<file path="src/rtl/ysyx_24090018_exu_ctrl_pkg.sv">
// Shared types for the NPC multi-cycle sequencer: state encoding and reset PC.
// Latency: n/a (types and a pure helper function only).
// Backpressure: n/a.
package ysyx_24090018_exu_ctrl_pkg;

  typedef enum logic [2:0] {
    ST_IF_REQ   = 3'd0,
    ST_IF_WAIT  = 3'd1,
    ST_EXEC     = 3'd2,
    ST_MEM_REQ  = 3'd3,
    ST_MEM_WAIT = 3'd4,
    ST_WB       = 3'd5,
    ST_HALT     = 3'd6,
    ST_ERR      = 3'd7
  } state_t;

  localparam logic [31:0] RESET_PC_DEF = 32'h8000_0000;

  // States in which the sequencer is blocked on an external handshake;
  // only these are subject to the watchdog.
  function automatic logic is_wait_state(input state_t s);
    return (s == ST_IF_REQ) || (s == ST_IF_WAIT) ||
           (s == ST_MEM_REQ) || (s == ST_MEM_WAIT);
  endfunction

endpackage

</file>
<file path="src/rtl/ysyx_24090018_wdog.sv">
// Wait-state watchdog: counts enabled cycles, flags the last allowed one.
// Latency: expire is combinational from the count (flags cycle TIMEOUT_CYC of a wait).
// Backpressure: none; clear has priority over enable.
// Ports: clk, rst (sync, active-high), clear, enable in; expire out.
module ysyx_24090018_wdog #(
  parameter int TIMEOUT_CYC = 1024
) (
  input  logic clk,
  input  logic rst,
  input  logic clear,
  input  logic enable,
  output logic expire
);

  localparam int CW = $clog2(TIMEOUT_CYC) + 1;

  logic [CW-1:0] cnt;

  always_ff @(posedge clk) begin
    if (rst || clear) begin
      cnt <= '0;
    end else if (enable) begin
      cnt <= cnt + CW'(1);
    end
  end

  // The owner leaves the wait state when this fires, so cnt never runs past it.
  assign expire = enable && (cnt == CW'(TIMEOUT_CYC - 1));

endmodule

</file>
<file path="src/rtl/ysyx_24090018_exu_ctrl.sv">
// Multi-cycle NPC sequencer: fetch, hold inst, execute, optional LSU access, writeback.
// Latency: ALU instruction 3 cycles, load/store 4 cycles with zero-wait IFU/LSU.
// Backpressure: ifu/lsu requests held until ready; any wait longer than TIMEOUT_CYC -> ERR.
// Ports: IFU req/addr/ready/rvalid/rdata; decode flags + jump target from IDU/EXU;
//        LSU req/ready/rvalid; rf_we/retire pulses; sticky halt/err status; inst/pc out.
module ysyx_24090018_exu_ctrl
  import ysyx_24090018_exu_ctrl_pkg::*;
#(
  parameter int                    DATA_WIDTH  = 32,
  parameter logic [DATA_WIDTH-1:0] RESET_PC    = DATA_WIDTH'(RESET_PC_DEF),
  parameter int                    TIMEOUT_CYC = 1024
) (
  input  logic                  clk,
  input  logic                  rst,
  output logic                  ifu_req_o,
  output logic [DATA_WIDTH-1:0] ifu_addr_o,
  input  logic                  ifu_ready_i,
  input  logic                  ifu_rvalid_i,
  input  logic [DATA_WIDTH-1:0] ifu_rdata_i,
  output logic [DATA_WIDTH-1:0] inst_o,
  output logic [DATA_WIDTH-1:0] pc_o,
  input  logic                  is_load_i,
  input  logic                  is_store_i,
  input  logic                  is_jump_i,
  input  logic                  rd_wen_i,
  input  logic                  ebreak_i,
  input  logic [DATA_WIDTH-1:0] jump_addr_i,
  output logic                  lsu_req_o,
  input  logic                  lsu_ready_i,
  input  logic                  lsu_rvalid_i,
  output logic                  rf_we_o,
  output logic                  retire_o,
  output logic                  halt_o,
  output logic                  err_o
);

  state_t state, state_nxt;
  logic   fetch_done;
  logic   expire;
  logic   jump_lsb_unused;

  // Jump targets are forced to halfword alignment; bit 0 is dropped.
  assign jump_lsb_unused = jump_addr_i[0];

  ysyx_24090018_wdog #(
    .TIMEOUT_CYC (TIMEOUT_CYC)
  ) u_wdog (
    .clk    (clk),
    .rst    (rst),
    .clear  (state_nxt != state),
    .enable (is_wait_state(state)),
    .expire (expire)
  );

  // Next state. A handshake on the expiring cycle takes the normal path.
  always_comb begin
    state_nxt  = state;
    fetch_done = 1'b0;
    case (state)
      ST_IF_REQ: begin
        if (ifu_ready_i) begin
          if (ifu_rvalid_i) begin
            fetch_done = 1'b1;
            state_nxt  = ST_EXEC;
          end else begin
            state_nxt  = ST_IF_WAIT;
          end
        end else if (expire) begin
          state_nxt = ST_ERR;
        end
      end
      ST_IF_WAIT: begin
        if (ifu_rvalid_i) begin
          fetch_done = 1'b1;
          state_nxt  = ST_EXEC;
        end else if (expire) begin
          state_nxt = ST_ERR;
        end
      end
      ST_EXEC: begin
        if (ebreak_i) begin
          state_nxt = ST_HALT;
        end else if (is_load_i || is_store_i) begin
          state_nxt = ST_MEM_REQ;
        end else begin
          state_nxt = ST_WB;
        end
      end
      ST_MEM_REQ: begin
        if (lsu_ready_i) begin
          state_nxt = lsu_rvalid_i ? ST_WB : ST_MEM_WAIT;
        end else if (expire) begin
          state_nxt = ST_ERR;
        end
      end
      ST_MEM_WAIT: begin
        if (lsu_rvalid_i) begin
          state_nxt = ST_WB;
        end else if (expire) begin
          state_nxt = ST_ERR;
        end
      end
      ST_WB:   state_nxt = ST_IF_REQ;
      ST_HALT: state_nxt = ST_HALT;
      ST_ERR:  state_nxt = ST_ERR;
      default: state_nxt = ST_ERR;
    endcase
  end

  always_ff @(posedge clk) begin
    if (rst) begin
      state  <= ST_IF_REQ;
      pc_o   <= RESET_PC;
      inst_o <= '0;
    end else begin
      state <= state_nxt;
      if (fetch_done) begin
        inst_o <= ifu_rdata_i;
      end
      if (state == ST_WB) begin
        pc_o <= is_jump_i ? {jump_addr_i[DATA_WIDTH-1:1], 1'b0}
                          : pc_o + DATA_WIDTH'(4);
      end
    end
  end

  assign ifu_req_o  = (state == ST_IF_REQ);
  assign ifu_addr_o = pc_o;
  assign lsu_req_o  = (state == ST_MEM_REQ);
  assign retire_o   = (state == ST_WB);
  assign rf_we_o    = (state == ST_WB) && rd_wen_i && !is_store_i;
  assign halt_o     = (state == ST_HALT);
  assign err_o      = (state == ST_ERR);

endmodule

</file>
<file path="config.mk">
export PLATFORM = sky130hd
export DESIGN_NAME = ysyx_24090018_exu_ctrl
export DESIGN_NICKNAME = d
export VERILOG_FILES = /design/src/rtl/ysyx_24090018_exu_ctrl_pkg.sv /design/src/rtl/ysyx_24090018_wdog.sv /design/src/rtl/ysyx_24090018_exu_ctrl.sv
export SDC_FILE = /design/constraint.sdc
export NUM_CORES = 1
export LEC_CHECK = 0
export ABC_AREA = 1
export ABC_CLOCK_PERIOD_IN_PS = 1900
export CAP_MARGIN = 20
export CORE_UTILIZATION = 30
export DETAILED_ROUTE_END_ITERATION = 8
export GPL_TIMING_DRIVEN = 0
export PLACE_DENSITY = 0.59
export SLEW_MARGIN = 20
export SYNTH_ARGS = -nofsm -noshare
export SYNTH_HDL_FRONTEND = slang
export SYNTH_SLANG_ARGS = --single-unit
</file>
<file path="constraint.sdc">
create_clock -name clk -period 1.9 [get_ports clk]
set_clock_uncertainty 0.05 [all_clocks]
set_input_delay 0.19 -clock clk [delete_from_list [all_inputs] [get_ports clk]]
set_output_delay 0.19 -clock clk [all_outputs]
set_load 0.03 [all_outputs]
</file>
# Yosys cells after proc, flatten, opt, wreduce, memory -nomap -nowiden
# Index checks and enable logic that the tools add are counted.
[totals] register_bits=78 input_bits=75 word_cells=39
[op_classes] n_addsub=2 eq_ne=9 n_mux=14 n_reduce_logical=10
[ops] op="32-bit by 3-bit adder with 32-bit output, second input constant" n=1
[ops] op="32-bit two-way mux" n=1
[ops] op="3-bit one-hot mux with 8 select lines" n=1
[ops] op="3-bit two-way mux" n=7
[ops] op="3-bit == test, second input constant" n=4
[ops] op="11-bit by 1-bit adder with 11-bit output, second input constant" n=1
[ops] op="11-bit by 10-bit == test with 1-bit output, second input constant" n=1
[ops] op="3-bit by 2-bit == test with 1-bit output, second input constant" n=2
[ops] op="1-bit logical OR" n=5
[ops] op="3-bit by 1-bit == test with 1-bit output, second input constant" n=1
[ops] op="1-bit logical AND" n=3
[ops] op="3-bit zero test" n=1
[ops] op="1-bit two-way mux" n=3
[ops] op="3-bit inequality test" n=1
[ops] op="2-bit two-way mux" n=1
[ops] op="1-bit one-hot mux with 2 select lines" n=1
[ops] op="1-bit zero test" n=1

# Longest topological paths before layout
[depth] word_depth=10 mapped_depth=16

# By module
# A second synthesis with hierarchy kept.
[hier_totals] hier_cells=683 area_unflattened_um2=4556.9
[modules_own_cells] module="ysyx_24090018_exu_ctrl" instances=1 cells_each=616 area_per_inst_um2=4006.3 seq_area_each_um2=1321.3
[modules_own_cells] module="ysyx_24090018_wdog" instances=1 cells_each=67 area_per_inst_um2=550.5 seq_area_each_um2=220.2

# Worst setup path after synthesis
# OpenSTA, ideal clock, no wires.
[synth_timing] path_kind="register -> register" startpoint="reg pc_o[2], in the netlist ifu_addr_o[2]" endpoint="reg pc_o[18], in the netlist ifu_addr_o[18]" setup_ps=132 arrival_ps=1814 required_ps=1718 slack_ps=-96 stages_incl_launch_ff=11 period_less_slack_ps=1996 cell_sequence="dfxtp_1 -> ha_1 -> nand3_1 -> nor2_1 -> nand2_1 -> nor2_1 -> inv_1 -> o21ai_0 -> nand3_1 -> o211ai_1 -> a21oi_1"
[synth_via] elab_chain_len=2
[synth_lines] item="start, declared" line_no="ysyx_24090018_exu_ctrl.sv:21" text="output logic [DATA_WIDTH-1:0] pc_o,"
[synth_lines] item="start signal, assigned" line_no="ysyx_24090018_exu_ctrl.sv:121" text="pc_o <= is_jump_i ? {jump_addr_i[DATA_WIDTH-1:1], 1'b0}"
[synth_lines] item="32-bit by 3-bit adder with 32-bit output" line_no="ysyx_24090018_exu_ctrl.sv:122" text=": pc_o + DATA_WIDTH'(4);"
[synth_lines] item="32-bit two-way mux" line_no="ysyx_24090018_exu_ctrl.sv:121"
# Every way passes these cells.
# A chain may end at the register's enable or synchronous reset.

# Final worst setup path
[layout_timing] startpoint="reg state[1]" endpoint="reg u_wdog.cnt[5]"
[layout_via] elab_chain_len=10 word_cells_on_any_way=20 classes_between="eq/ne: 8; mux: 6; reduce/logical: 6"
[layout_lines] item="start, declared" line_no="ysyx_24090018_exu_ctrl.sv:37" text="state_t state, state_nxt;"
[layout_lines] item="start signal, assigned" line_no="ysyx_24090018_exu_ctrl.sv:116" text="state <= state_nxt;"
[layout_lines] item="3-bit by 1-bit == test with 1-bit output or 3-bit zero test (tied branches)" line_no="ysyx_24090018_exu_ctrl_pkg.sv:22, ysyx_24090018_exu_ctrl.sv:59"
[layout_lines] item="1-bit logical OR (2 in series)" line_no="ysyx_24090018_exu_ctrl_pkg.sv:22" text="return (s == ST_IF_REQ) || (s == ST_IF_WAIT) ||"
[layout_lines] item="1-bit logical OR" line_no="ysyx_24090018_exu_ctrl_pkg.sv:23" text="(s == ST_MEM_REQ) || (s == ST_MEM_WAIT);"
[layout_lines] item="1-bit logical AND" line_no="ysyx_24090018_wdog.sv:28" text="assign expire = enable && (cnt == CW'(TIMEOUT_CYC - 1));"
[layout_lines] item="3-bit two-way mux"
[layout_lines] item="3-bit two-way mux, on equally long branches"
[layout_lines] item="3-bit one-hot mux with 8 select lines" line_no="ysyx_24090018_exu_ctrl.sv:59" text="case (state)"
[layout_lines] item="3-bit inequality test" line_no="ysyx_24090018_exu_ctrl.sv:50" text=".clear (state_nxt != state),"
[layout_lines] item="1-bit logical OR" line_no="ysyx_24090018_wdog.sv:20" text="if (rst || clear) begin"
[layout_lines] item="end signal, assigned" line_no="ysyx_24090018_wdog.sv:23" text="cnt <= cnt + CW'(1);"
[layout_lines] item="end, declared" line_no="ysyx_24090018_wdog.sv:17" text="logic [CW-1:0] cnt;"
# Several ways; a longest one is shown, not always the timed one.

==> out/summary.txt <==
Seq cells post-synth -> 77
Place WS -> -0.456 ns
H-tree depth -> 3
Mapped Area -> 0.00425 mm^2
largest net degree at the start of global routing -> 14
WS Path Type -> register to register
pwr dens -> 800 mW/mm^2
CP top delay family -> simple AND/OR/NAND/NOR gates
WL final -> 14,700 um
initial antenna violation count -> 0
Net Sw Frac -> 32.0%
R2R Path Start -> state[1]
Most common cell on crit path -> nand2_2
slowest cell on the critical path -> dfxtp_1
TritonCTS clock tree -> yes
hold slack -> 0.195 ns
vias in the first global route -> 4,413
Post-synth EDFFs -> 0
first-pass detailed-route iteration total -> 5
Detail Route Antenna Nets -> 0
DRT iter0 DRCs -> 268
count of buffer and inverter cells on the critical path -> 4
DR DRC count -> 0
sequential fraction of the synthesis area -> 36.2%
CP arrival -> 2.09 ns
Worst Path Max Fanout -> 6
post-synthesis simple-gate area fraction -> 32.0%
share of layout cells above drive strength 1 -> 19.7%
internal power -> 3.85 mW
Post-Synthesis Cells -> 615
Compound-Gate Fraction of Synth Area -> 14.1%
Post-Synth Adder-Cell Area -> 0.588%
area grow syn2layout -> 66.6%
DIE AREA -> 0.0147 mm^2
DP Wirelength -> 10,600 um
fmax -> 0.537 GHz
CP startpoint kind -> register
CTS Hold Buffers Added -> 0
site row count -> 43
total gr overflow -> 0
Required @ worst endpoint -> 2.13 ns
top-area cell type share of the netlist area -> 36.2%
cts bufs inserted -> 9
Top Ports -> 177
clk buf depth -> 2
number of vias per cell -> 4.78
CP Cell Sequence -> buf_6, buf_4, nand3_2, o21ai_0, inv_1, nand2_2, nor2_4, nand2_2, nand2_2, nand3_2, nor2_4, nand2_4, clkbuf_16, nor2_2
ANT cells -> 0
Slew HR -> 59.8%
RSZ-0062 raised after global routing -> yes
Crit. Startpoint -> state[1]
peak supply drop -> 0.551 mV
Mean Syn Cell Area -> 6.92 um^2
Sink Count -> 77
detailed-route wire length per cell -> 14.6 um
outcome -> finished clean
Clock Latency Late Sink -> 0.34 ns
TNS Setup -> 0 ns
Reg power frac -> 33.4%
first-pass GRT wire length -> 22,000 um
Final min period -> 1.86 ns
Ys Warns -> 0
clk root buf -> clkbuf_16
asr flop ratio synth -> 0%
DR vias -> 4,791
NetSw -> 1.82 mW
Top FF cell, synth -> dfxtp_1
part of the power in the clock network -> 35.9%
endpoints failing hold -> 0
post-synthesis mux area share -> 0.235%
Netlist cell types -> 37
GP Congestion -> 0.920
Worst-Margin Slew -> 0.602 ns
combinational share of power -> 30.7%
largest cells by area after synthesis -> dfxtp_1 (36%), nor2_1 (9.5%), nand2_1 (8.5%)
area leader, netlist -> dfxtp_1
hold path startpoint -> rst
Worst Setup End Kind -> register
main combinational cell family by area after synthesis -> simple AND/OR/NAND/NOR gates
final net count -> 895
slowest cell delay on critical path -> 0.31 ns
Final Setup Violations -> 0
Die Width -> 121 um
worst setup margin -> 0.0382 ns
Initial Util -> 30.6%
Pins Over Slew Limit -> 0
chip height -> 121 um
port buffer count -> 171
Synth Area in XOR/XNOR -> 4.53%
final worst path period share -> 98.0%
core box area -> 0.0139 mm^2
max-cap violation count -> 0
global-route total usage across every layer -> 19.4%
Clk pin slew, worst setup/hold paths -> 0.06 ns
leakage -> 2.86 nW
Hold Path Class -> input port to register
-- Yosys cell counts (2+ instances only) --
master,number
nand3b_1,5
nand2_1,96
xor2_1,13
inv_1,37
nor2_4,3
a21oi_1,36
o21ai_0,52
buf_2,5
ha_1,2
a22oi_1,8
o211ai_1,3
nor4_1,2
buf_4,34
inv_2,6
nand2_4,3
nor2_1,108
nor3b_1,2
o21bai_1,6
xnor2_1,9
nand2_2,3
nand4_1,14
nor2_2,15
clkbuf_1,17
dfxtp_1,77
nand3_1,34
nor3_1,14
-- registers in the layout, summed over array words and instances (netlist names) --
name	flops
ifu_addr_o	31
inst_o	32
state	3
u_wdog.cnt	11
-- cell families after synthesis --
kind of cell	count (synthesis)
AND/OR/NAND/NOR	302
other	1
AO/OA/AOI/OAI	109
adder cells (fa/ha/maj)	2
XOR/XNOR	22
buffers and inverters	101
flip-flops	77
multiplexers	1
-- area by class of cell --
| type | count | area, um^2 |
|---|---|---|
| plain buffers | 56 | 375 |
| clock buffers | 11 | 243 |
| clock inverters | 5 | 108 |
| fillers | 1368 | 6800 |
| inverters | 44 | 180 |
| multi-input cells | 438 | 2460 |
| flip-flops and latches | 77 | 1590 |
| well taps | 180 | 225 |
| repair buffers | 192 | 1910 |
-- final timing paths --
check	endpoint	slack [ns]	depth (start not counted)
worst min register to register	inst_o[4]	0.43	2
worst min-delay path	ifu_addr_o[4]	0.19	2
worst max register to register	u_wdog.cnt[5]	0.04	14
worst max-delay path	u_wdog.cnt[5]	0.04	14
-- repair_timing --
action                     CTS  global route
buffers inserted             4            16
resized for setup           38            81
gates cloned                 0             1
setup endpoints to repair   54            70
pin swaps                    3            14
-- cell usage in the layout, fill, tap and decap left out, types with 3 or more instances in the layout --
| master | n |
|---|---|
| nor2_2 | 6 |
| nor2_1 | 104 |
| inv_2 | 3 |
| nand2_1 | 86 |
| clkbuf_1 | 16 |
| clkbuf_16 | 10 |
| nand4_1 | 14 |
| xor2_1 | 13 |
| dfxtp_1 | 60 |
| nor3_4 | 3 |
| buf_2 | 5 |
| dfxtp_4 | 9 |
| nor3_1 | 8 |
| a22oi_1 | 8 |
| nand2_4 | 4 |
| inv_1 | 37 |
| dlygate4sd2_1 | 3 |
| xnor2_1 | 9 |
| o21ai_0 | 51 |
| dfxtp_2 | 8 |
| nand3_1 | 27 |
| nor2_4 | 16 |
| buf_4 | 53 |
| nand3_2 | 8 |
| nand3b_1 | 5 |
| dlymetal6s2s_1 | 8 |
| a21oi_1 | 34 |
| o211ai_1 | 3 |
| o21bai_1 | 6 |
| nor3_2 | 3 |
| nand2_2 | 10 |
| bufinv_16 | 3 |
| clkdlybuf4s50_1 | 157 |
-- per-stage QoR --
stage               total power [mW]  util [%]  instances  cell area [um^2]
floorplan                       2.80         -        616              4260
global placement                3.39      44.6        967              6200
detailed placement              3.41      44.6        967              6200
CTS                             5.46      47.7        986              6630
global route                    5.93      51.0       1003              7080
finish                          5.67      51.0       1003              7080
-- routing by layer --
layer	GRT usage, %	share of wire [%]
met2	34.0	50
met4	6.25	2.1
met5	0	0
met3	7.00	8.3
met1	21.7	40
-- power groups by stage --
stage	logic, mW	clock network [mW]	registers [mW]
3_3_place_gp	1.48	0	1.90
4_1_cts	1.50	2.08	1.88
5_1_grt	1.88	2.14	1.91
3_5_place_dp	1.50	0	1.91
2_1_floorplan	0.648	0	2.15
6_report	1.74	2.03	1.89
Power figures use the tool's default switching activity.
